### src/rtl/cmd_resp_router.sv
`default_nettype none
// ============================================================================
// Module      : cmd_resp_router
// Description : Routes custom-instruction commands to the tinyML accelerator
//               or the user custom-instruction unit and returns their
//               responses to the CPU strictly in command-issue order.
// Revision    : 1.0 - initial release
// ============================================================================
module cmd_resp_router #(
    parameter int OUTSTANDING_DEPTH = 4,
    parameter int FUNC_SEL_BIT      = 9,
    parameter int CNT_W             = $clog2(OUTSTANDING_DEPTH) + 1
) (
    input  logic              clk,
    input  logic              reset,
    input  logic              cmd_valid,
    input  logic [9:0]        cmd_function_id,
    output logic              cmd_ready,
    output logic              rsp_valid,
    output logic [31:0]       rsp_outputs_0,
    input  logic              rsp_ready,
    output logic              accel_cmd_valid,
    input  logic              accel_cmd_ready,
    input  logic              accel_rsp_valid,
    input  logic [31:0]       accel_rsp_outputs_0,
    output logic              accel_rsp_ready,
    output logic              user_cmd_valid,
    input  logic              user_cmd_ready,
    input  logic              user_rsp_valid,
    input  logic [31:0]       user_rsp_outputs_0,
    output logic              user_rsp_ready,
    output logic [CNT_W-1:0]  outstanding_cnt,
    output logic              err_unexpected_rsp,
    input  logic              err_clear
);

    localparam int c_PTR_W = $clog2(OUTSTANDING_DEPTH);

    // Tag FIFO: one bit per outstanding command, 1 = user unit, 0 = accel.
    logic [OUTSTANDING_DEPTH-1:0] r_tag;
    logic [c_PTR_W-1:0]           r_wr_ptr;
    logic [c_PTR_W-1:0]           r_rd_ptr;
    logic [CNT_W-1:0]             r_cnt;
    logic                         r_err;

    logic w_sel;
    logic w_full;
    logic w_empty;
    logic w_head;
    logic w_push;
    logic w_pop;
    logic w_err_set;

    // Command routing, response selection and error detection.
    always_comb begin
        w_sel   = cmd_function_id[FUNC_SEL_BIT];
        // Counter is held at zero in reset, so full reads 0 and empty reads 1.
        w_full  = (r_cnt == CNT_W'(OUTSTANDING_DEPTH));
        w_empty = (r_cnt == '0);
        w_head  = r_tag[r_rd_ptr];

        // Command side is also gated by reset so no handshake is offered
        // to the units while the tag FIFO is being cleared.
        accel_cmd_valid = cmd_valid & ~w_sel & ~w_full & ~reset;
        user_cmd_valid  = cmd_valid &  w_sel & ~w_full & ~reset;
        cmd_ready       = ~w_full & ~reset & (w_sel ? user_cmd_ready : accel_cmd_ready);

        rsp_valid       = ~w_empty & (w_head ? user_rsp_valid : accel_rsp_valid);
        rsp_outputs_0   = w_empty ? 32'd0 : (w_head ? user_rsp_outputs_0 : accel_rsp_outputs_0);
        accel_rsp_ready = rsp_ready & ~w_empty & ~w_head;
        user_rsp_ready  = rsp_ready & ~w_empty &  w_head;

        w_push = cmd_valid & cmd_ready;
        w_pop  = rsp_valid & rsp_ready;

        // A unit responding while not at the head (or with nothing pending).
        w_err_set = (accel_rsp_valid & (w_empty |  w_head)) |
                    (user_rsp_valid  & (w_empty | ~w_head));

        outstanding_cnt    = r_cnt;
        err_unexpected_rsp = r_err;
    end

    // Tag storage and write pointer advance on each accepted command.
    always_ff @(posedge clk or posedge reset) begin
        if (reset) begin
            r_tag    <= '0;
            r_wr_ptr <= '0;
        end else if (w_push) begin
            r_tag[r_wr_ptr] <= w_sel;
            r_wr_ptr        <= r_wr_ptr + 1'b1;
        end
    end

    // Read pointer advances on each response delivered to the CPU.
    always_ff @(posedge clk or posedge reset) begin
        if (reset) begin
            r_rd_ptr <= '0;
        end else if (w_pop) begin
            r_rd_ptr <= r_rd_ptr + 1'b1;
        end
    end

    // Outstanding count: push and pop in the same cycle cancel out.
    always_ff @(posedge clk or posedge reset) begin
        if (reset) begin
            r_cnt <= '0;
        end else begin
            case ({w_push, w_pop})
                2'b10:   r_cnt <= r_cnt + 1'b1;
                2'b01:   r_cnt <= r_cnt - 1'b1;
                default: r_cnt <= r_cnt;
            endcase
        end
    end

    // Sticky error flag; clear wins over a simultaneous set.
    always_ff @(posedge clk or posedge reset) begin
        if (reset) begin
            r_err <= 1'b0;
        end else if (err_clear) begin
            r_err <= 1'b0;
        end else if (w_err_set) begin
            r_err <= 1'b1;
        end
    end

endmodule
`default_nettype wire
### config.mk
export PLATFORM = sky130hd
export DESIGN_NAME = cmd_resp_router
export DESIGN_NICKNAME = d
export VERILOG_FILES = /design/src/rtl/cmd_resp_router.sv
export SDC_FILE = /design/constraint.sdc
export NUM_CORES = 1
export LEC_CHECK = 0
export CORE_MARGIN = 8
export CORE_UTILIZATION = 31
export DETAILED_ROUTE_END_ITERATION = 12
export PLACE_DENSITY = 0.91
export SLEW_MARGIN = 20
export SYNTH_ARGS = -nofsm -noshare
export SYNTH_HDL_FRONTEND = slang
export SYNTH_SLANG_ARGS = --single-unit
### constraint.sdc
create_clock -name clk -period 3.8 [get_ports clk]
set_input_delay 0.76 -clock clk [delete_from_list [all_inputs] [get_ports clk]]
set_output_delay 0.76 -clock clk [all_outputs]
set_load 0.005 [all_outputs]
[After elaboration in Yosys (flattened, before gate mapping)]
Index checks and enable logic that the tools add are counted.
Word-level totals
  flip-flop bits (word level): 12
Operators by class
  $add $sub $neg: 4
  order comparisons: 3
  equal/unequal tests: 3
  mux-type cells: 12
  bitwise gates (word level): 24
  reductions and logical operators: 4
Operator list (number)
  32-bit 2-to-1 mux: 2
  1-bit AND: 16
  2-bit by 3-bit < comparator with 1-bit output, second input constant: 2
  1-bit 2-to-1 mux: 6
  3-bit case mux with 2 select lines: 1
  1-bit inverter: 5
  2-bit by 1-bit adder with 2-bit output, second input constant: 2
  4-bit bitwise mux: 1
  2-bit nonzero test: 2
  3-bit by 1-bit adder with 3-bit output, second input constant: 1
  3-bit equality test, second input constant: 1
  3-bit logical NOT: 1
  1-bit OR: 3
  3-bit by 1-bit subtractor with 3-bit output, second input constant: 1
  1-bit binary-select mux with 2-bit select: 1
  1-bit demux with 2-bit select: 1
  2-bit by 1-bit equality test with 1-bit output, second input constant: 1
  2-bit equality test, second input constant: 1
  2-bit by 1-bit greater-or-equal comparator with 1-bit output, second input constant: 1
  1-bit logical AND: 1

[Logic depth before layout (Yosys ltp)]
Gate-level depths: netlist (run 1).
  word-level depth: 8
  depth in mapped cells: 11
  gate-level depth less buffers: 9

[Worst setup path before layout (run 1)]
OpenSTA, ideal clock, no wires.
  kind: register -> register
  start: register r_rd_ptr[0]
  end: register r_cnt[2] (netlist: outstanding_cnt[2])
  arrival time: 2.403 ns
  required time: 3.721 ns
  path slack: 1.317 ns
  cell stages (with the launch flop): 12
  path buffers: 2
  period minus slack after synthesis: 2.483 ns
  cell sequence: dfrtp_1 -> buf_2 -> mux4_2 -> buf_6 -> mux2i_4 -> nor2_2 -> ha_1 -> inv_1 -> fa_1 -> xor2_1 -> nor2_1 -> xor2_1
On the way
  cells in the longest elaborated chain, start to end: 7
  elaborated cells between the ends (all ways): 9
  classes of those cells: eq/ne (2); mux (4); bitwise (2); reduce/logical (1)
Ends and longest elaborated chain
  start: declaration: RTL line 42  | logic [c_PTR_W-1:0] r_rd_ptr;
  start signal: assignment: RTL line 100  | r_rd_ptr <= r_rd_ptr + 1'b1;
  1-bit binary-select mux with 2-bit select (*): RTL line 60  | w_head = r_tag[r_rd_ptr];
  1-bit 2-to-1 mux (implied by the code) (*): RTL line 60
  1-bit 2-to-1 mux (*): RTL line 68  | rsp_valid = ~w_empty & (w_head ? user_rsp_valid : accel_rsp_valid);
  1-bit AND (*): RTL line 68
  1-bit AND (*): RTL line 74  | w_pop = rsp_valid & rsp_ready;
  net w_pop: RTL line 51  | logic w_pop;
  2-bit by 1-bit equality test with 1-bit output / 2-bit equality test (equally long branches): RTL line 109  | case ({w_push, w_pop})
  3-bit case mux with 2 select lines / 2-bit nonzero test (equally long branches)
  end signal: assignment: RTL line 110  | 2'b10: r_cnt <= r_cnt + 1'b1;
  end signal: assignment: RTL line 111  | 2'b01: r_cnt <= r_cnt - 1'b1;
  end signal: assignment: RTL line 112  | default: r_cnt <= r_cnt;
  end: declaration: RTL line 43  | logic [CNT_W-1:0] r_cnt;
Mark *: on every way through the listed nets, which the timed path passes. The rest lies on a longest branch. The select of a mux whose other input is x is not followed.
A chain may end at the register's enable or synchronous reset.

[Final worst setup path (run 1)]
  start: register r_rd_ptr[0]
  end: output port rsp_valid
On the way
  cells in the longest elaborated chain, start to end: 4
Ends and longest elaborated chain
  1-bit binary-select mux with 2-bit select: RTL line 60
  1-bit 2-to-1 mux (implied by the code): RTL line 60
  1-bit 2-to-1 mux: RTL line 68
  1-bit AND: RTL line 68
  end: declaration: RTL line 19  | output logic rsp_valid,
No other way between the ends. The select of a mux whose other input is x is not followed.

==> metrics, run 1 <==
status=completed; Setup Viol. Count Final=0; full die area=6180 um2; Reg power frac=0.132; RSZ-0062 raised after global routing=false; clock sink total=12; Vias per Instance=4.77; Hold Violations, Final=0; FILL cells=308; Worst VDD drop=0.573 mV; Top FF cell, synth=dfrtp_1; # DRC=0; dpl hpwl=4220 um; Hold Slack=0.514 ns; Die H=78.6 um; die width=78.6 um; Power Dens Cells=843 nW/um2; non-filler cells, final=333; Initial DRT Pass Iterations=4; share of the synthesized area in the top cell type=0.247; CTS root buf=clkbuf_8; switching share of power=0.420; ranking of synthesized cells by area=dfrtp_1 (25%), nand2_1 (22%), a21oi_1 (14%); Netlist cell types=27; hold_buf cts=0; global-route wire length before repair=8180 um; CTS tree=done; placed cells=330; layout cells sized above 1=0.0491; Final TNS setup=0 ns; Seq/Total Area, Yosys=0.247; syn nets=265; port buffer count=115; # IOs=125; final WL=5220 um; Max Root-Sink Buffers=2; Pleak=1.02 nW; Psw=0.863 mW; synthesized area=1220 um2; pin count of the biggest net entering global routing=35; CTS HTree Levels=1; post-synth top area cell=dfrtp_1; # diodes=0; cells after synthesis=176; critical path endpoint category=output port; clk_lat worst skew=0.24 ns; GR Util All Layers=0.165; share of total power in the clock network=0.057; worst rel slew slack=0.597; Combinational Power Share=0.812; post-CTS repair timing setup buffer count=0; Crit Path Class=reg -> out; antenna violations before repair=0; Tmin final=3.20 ns; Worst-path clk slew=0.05 ns; WL per Instance=15.7 um; flops & latches, synth=12; Worst Skew=0.00108 ns; fin nets=376; Max Slew Vio Count=0; CP required=3.04 ns; Total Power=2.05 mW; Worst Max-Slew Pin Slew=0.604 ns; post-cts repair resize count=0; Num CTS Buffers=3; Final period util=0.842; internal power=1.19 mW; cell with the most instances after synthesis=nand2_1; max_cap viols=0; synth-to-layout area growth=100%; GP Congestion=0.806; worst reg2reg setup slack=0.97 ns; top post-synthesis cells by count=nand2_1 (72), a21oi_1 (33), dfrtp_1 (12), inv_1 (8); CP Max Fanout=21; row count=22; syn_area_per_cell=6.91 um2; multi-input logic area=837 um2; Worst EP arrival=2.44 ns; initial DRC count=64; Post-DRT Antenna Nets=0; core footprint=3720 um2; CP startpoint kind=flop; FF+latch area=300 um2; Hold Path Class=reg -> reg; Via Count=1590; Final Util=0.655; vias in the first global route=1577; Post-synth EDFFs=0; highest clock rate=312 MHz; synth warn=0; initial cell density of the core=0.327; grt ovf=0; Async SR Flop Fraction=1.00
state kept, by name (all words and copies together) (netlist names):
name                flops
r_tag                   4
outstanding_cnt         3
r_rd_ptr                2
r_wr_ptr                2
err_unexpected_rsp      1
worst paths after layout:
check                             from  cells past startpoint                  to
max in group asynchronous        reset                      2         r_wr_ptr[1]
max reg2reg                r_rd_ptr[0]                      9  outstanding_cnt[2]
max                        r_rd_ptr[0]                      4           rsp_valid
min in group asynchronous        reset                      2  outstanding_cnt[2]
min reg2reg                   r_tag[3]                      1            r_tag[3]
min                           r_tag[3]                      1            r_tag[3]
layout make-up:
cell class / count / area share
inverter: 8 / 0.0123
clock buffer: 3 / 0.0170
multi-input combinational: 145 / 0.344
sequential: 12 / 0.123
timing repair buffer: 117 / 0.479
tap: 48 / 0.0247
power groups by stage:
stage | logic, mW | registers (mW) | clock network, mW
final | 1.67 | 0.271 | 0.116
after floorplan | 0.829 | 0.245 | 0
after detailed placement | 1.68 | 0.272 | 0
after global placement | 1.65 | 0.268 | 0
after CTS | 1.69 | 0.272 | 0.120
after global routing | 1.82 | 0.286 | 0.131
layout by cell type (no fill, tap or decap), types with 2 or more instances in the layout:
master,Yosys,layout
inv_1,8,8
a21oi_1,33,33
mux2i_1,4,4
clkbuf_8,0,3
ha_1,5,5
nor2_1,6,6
clkdlybuf4s50_1,0,115
buf_4,0,2
xnor2_1,2,2
xor2_1,4,4
mux2_1,4,4
dfrtp_1,12,12
nand2_1,72,72
worst max-delay path, cell delays in order, from the launching register on:
cell and delay, ns:
dfrtp_1 0.46, mux4_2 0.77, mux2i_4 0.30, nor2_1 0.14, clkdlybuf4s50_1 0.52
per-stage QoR:
stage / setup WS, ns / area, um2
final: 0.600 / 2430
after global routing: 0.456 / 2430
after CTS: 0.586 / 2430
after detailed placement: 0.610 / 2390
after global placement: 0.631 / 2390
after floorplan: 1.32 / 1220
per-layer routing:
metal | vias to the layer above | global-route usage | part of all wire
met3 | 6 | 0.0387 | 0.10
met5 | - | 0 | 0
met4 | 0 | 0.0685 | 0.014
met1 | 715 | 0.192 | 0.40
met2 | 76 | 0.282 | 0.48
li1 | 793 | - | -
cell families (layout without fill, tap and decap cells):
kind of cell,Yosys count,after routing,share of synthesized area
AOI/OAI and AO/OA,36,36,0.169
adders and majority gates,6,6,0.0679
buffers and inverters,19,128,0.0689
xor gates and xnor gates,6,6,0.0432
DFF,12,12,0.247
muxes,11,11,0.116
and+or+nand+nor,86,86,0.288
Note: power is estimated with default switching activity, not from simulation.
==> run 2: changes to the inputs <==
--- a/config.mk
+++ b/config.mk
@@ -6,9 +6,9 @@
 export NUM_CORES = 1
 export LEC_CHECK = 0
 export CORE_MARGIN = 8
-export CORE_UTILIZATION = 31
+export CORE_UTILIZATION = 26
 export DETAILED_ROUTE_END_ITERATION = 12
-export PLACE_DENSITY = 0.91
+export PLACE_DENSITY = 0.82
 export SLEW_MARGIN = 20
 export SYNTH_ARGS = -nofsm -noshare
 export SYNTH_HDL_FRONTEND = slang
==> constraint.sdc (replaced) <==
create_clock -name clk -period 2.8 [get_ports clk]
set_input_delay 0.56 -clock clk [delete_from_list [all_inputs] [get_ports clk]]
set_output_delay 0.56 -clock clk [all_outputs]
set_load 0.005 [all_outputs]
==> run 2 against run 1 <==
Compared with the run above:
- wire length down 2.7%
- worst hold slack gained 0.0052 ns
- largest cell class unchanged
- clock power grew 63%
- clock skew up 0.0017 ns
- flip-flop and latch count is the same
- worst setup slack worse by 0.52 ns
- critical endpoint unchanged
- critical path depth stayed put
- register-to-register slack got worse by 0.72 ns
- die area rose by 15%
- core utilization down 11 points
- final cell count increased by 3.0%
- cell area grew 2.9%
- critical path type unchanged
==> metrics, run 2 (same netlist as run 1, synthesis figures left out) <==
initial cell density of the core=0.263 (was 0.327); CP required=2.24 ns (was 3.04 ns); Worst VDD drop=0.729 mV (was 0.573 mV); full die area=7120 um2 (was 6180 um2); global-route wire length before repair=8150 um (was 8180 um); most flop-heavy register=r_tag (unchanged); GP Congestion=0.789 (was 0.806); Worst path top cell family by delay=multiplexers (unchanged); Post-DRT Antenna Nets=0 (unchanged); FILL cells=432 (was 308); CTS tree=done (unchanged); Final TNS setup=0 ns (unchanged); CP startpoint kind=flop (unchanged); worst reg2reg setup slack=0.25 ns (was 0.97 ns); # DRC=0 (unchanged); WL per Instance=14.8 um (was 15.7 um); # IOs=125 (unchanged); Tmin final=2.72 ns; RSZ-0062 raised after global routing=false (unchanged); worst rel slew slack=0.698 (was 0.597); Worst EP arrival=2.16 ns (was 2.44 ns); Worst Max-Slew Pin Slew=0.452 ns (was 0.604 ns); pin count of the biggest net entering global routing=36 (was 35); max_cap viols=0 (unchanged); fin worst setup slack=0.0783 ns (was 0.600 ns); initial DRC count=35 (was 64); Hold Slack=0.519 ns (was 0.514 ns); Pleak=1.05 nW (was 1.02 nW); fin nets=379 (was 376); multi-input logic area=837 um2 (unchanged); commonest non-fill, non-tap cell in the layout=clkdlybuf4s50_1 (unchanged); Max Slew Vio Count=0 (unchanged); critical path endpoint category=output port (unchanged); clock sink total=12 (unchanged); internal power=1.74 mW (was 1.19 mW); Crit-path slowest cell=mux4_2 (unchanged); Power Dens Cells=1170 nW/um2 (was 843 nW/um2); CTS root buf=clkbuf_8 (unchanged); row count=25 (was 22); Total Power=2.92 mW (was 2.05 mW); share of total power in the clock network=0.065 (was 0.057); Hold Violations, Final=0 (unchanged); Worst Skew=0.00283 ns (was 0.00108 ns); GR Util All Layers=0.138 (was 0.165); synth-to-layout area growth=106% (was 100%); worst slack at placement=0.0465 ns (was 0.610 ns); clk_lat worst skew=0.24 ns (about the same); dpl hpwl=4180 um (was 4220 um); critical path, cell by cell=mux4_2, mux2i_4, nor2_1, clkdlybuf4s50_1 (unchanged); switching share of power=0.404 (was 0.420); Bufs and invs on worst path=1 (unchanged); FF+latch area=302 um2 (was 300 um2); status=completed (unchanged); Crit Path Class=reg -> out (unchanged); layout cells sized above 1=0.0657 (was 0.0491); Max Root-Sink Buffers=2 (unchanged); Num CTS Buffers=3 (unchanged); Psw=1.18 mW (was 0.863 mW); Worst-path clk slew=0.05 ns (about the same); core footprint=4630 um2 (was 3720 um2); vias in the first global route=1625 (was 1577); max reg flops=4 (unchanged); post-CTS repair timing setup buffer count=0 (unchanged); Reg power frac=0.125 (was 0.132); Setup Viol. Count Final=0 (unchanged); Die H=84.4 um (was 78.6 um); CTS HTree Levels=1 (unchanged); # diodes=0 (unchanged); Vias per Instance=4.63 (was 4.77); most frequent cells in the layout=clkdlybuf4s50_1 (115), nand2_1 (72), a21oi_1 (33), dfrtp_1 (11), inv_1 (8) (was clkdlybuf4s50_1 (115), nand2_1 (72), a21oi_1 (33), dfrtp_1 (12), inv_1 (8)); Final Util=0.541 (was 0.655); port buffer count=115 (unchanged); max incr delay on CP=0.59 ns (was 0.77 ns); CP Max Fanout=5 (was 21); highest clock rate=367 MHz; Combinational Power Share=0.810 (was 0.812); final WL=5080 um (was 5220 um); die width=84.4 um (was 78.6 um); antenna violations before repair=0 (unchanged); grt ovf=0 (unchanged); Via Count=1587 (was 1590); Final period util=0.972; Initial DRT Pass Iterations=4 (unchanged); Hold Path Class=reg -> reg (unchanged)
==> run 2: changes by cell type in the layout (fill, tap and decap cells not counted), sizes merged <==
cell    before  now
clkbuf       3    4
buf          2    5
==> run 2: power groups by stage <==
stage | logic (mW) | clock network, mW | registers (mW)
floorplan | 1.12 | 0 | 0.332
global placement | 2.30 | 0 | 0.363
detailed placement | 2.34 | 0 | 0.367
CTS | 2.36 | 0.196 | 0.366
global route | 2.58 | 0.202 | 0.388
finish | 2.36 | 0.189 | 0.366
==> run 2: layer usage <==
metal	wire length (um)	share of wire	track usage
met5	0	0	0
met4	28	0.0055	0.0259
met2	2500	0.49	0.242
met1	2110	0.42	0.162
met3	432	0.085	0.0390
==> run 2: per-stage QoR <==
stage	cell area, um2	instances
6_report	2500	343
5_1_grt	2500	343
4_1_cts	2490	343
3_5_place_dp	2440	339
3_3_place_gp	2440	339
2_1_floorplan	1220	176
==> run 2: cell type report <==
cell class,count,area share
clock buffer,4,0.0220
inverter,8,0.0120
multi-input combinational,145,0.334
sequential,12,0.120
tap,54,0.0270
timing repair buffer,120,0.485
==> run 2: worst paths after layout <==
| kind | from | to | cells past startpoint |
|---|---|---|---|
| setup / recovery | r_rd_ptr[0] | rsp_valid | 4 |
| hold / removal | r_rd_ptr[1] | r_rd_ptr[1] | 1 |
| setup reg to reg | r_rd_ptr[0] | outstanding_cnt[2] | 9 |
| max in group asynchronous | reset | r_rd_ptr[0] | 2 |
| min in group asynchronous | reset | outstanding_cnt[2] | 2 |
| hold reg to reg | r_rd_ptr[1] | r_rd_ptr[1] | 1 |
==> run 2: what timing repair did <==
action | 4_1_cts | 5_1_grt
endpoints found under the setup margin | 16 | 34
hold buffers | 0 | 0
gates resized for setup | 1 | 3
pin swaps | 0 | 0
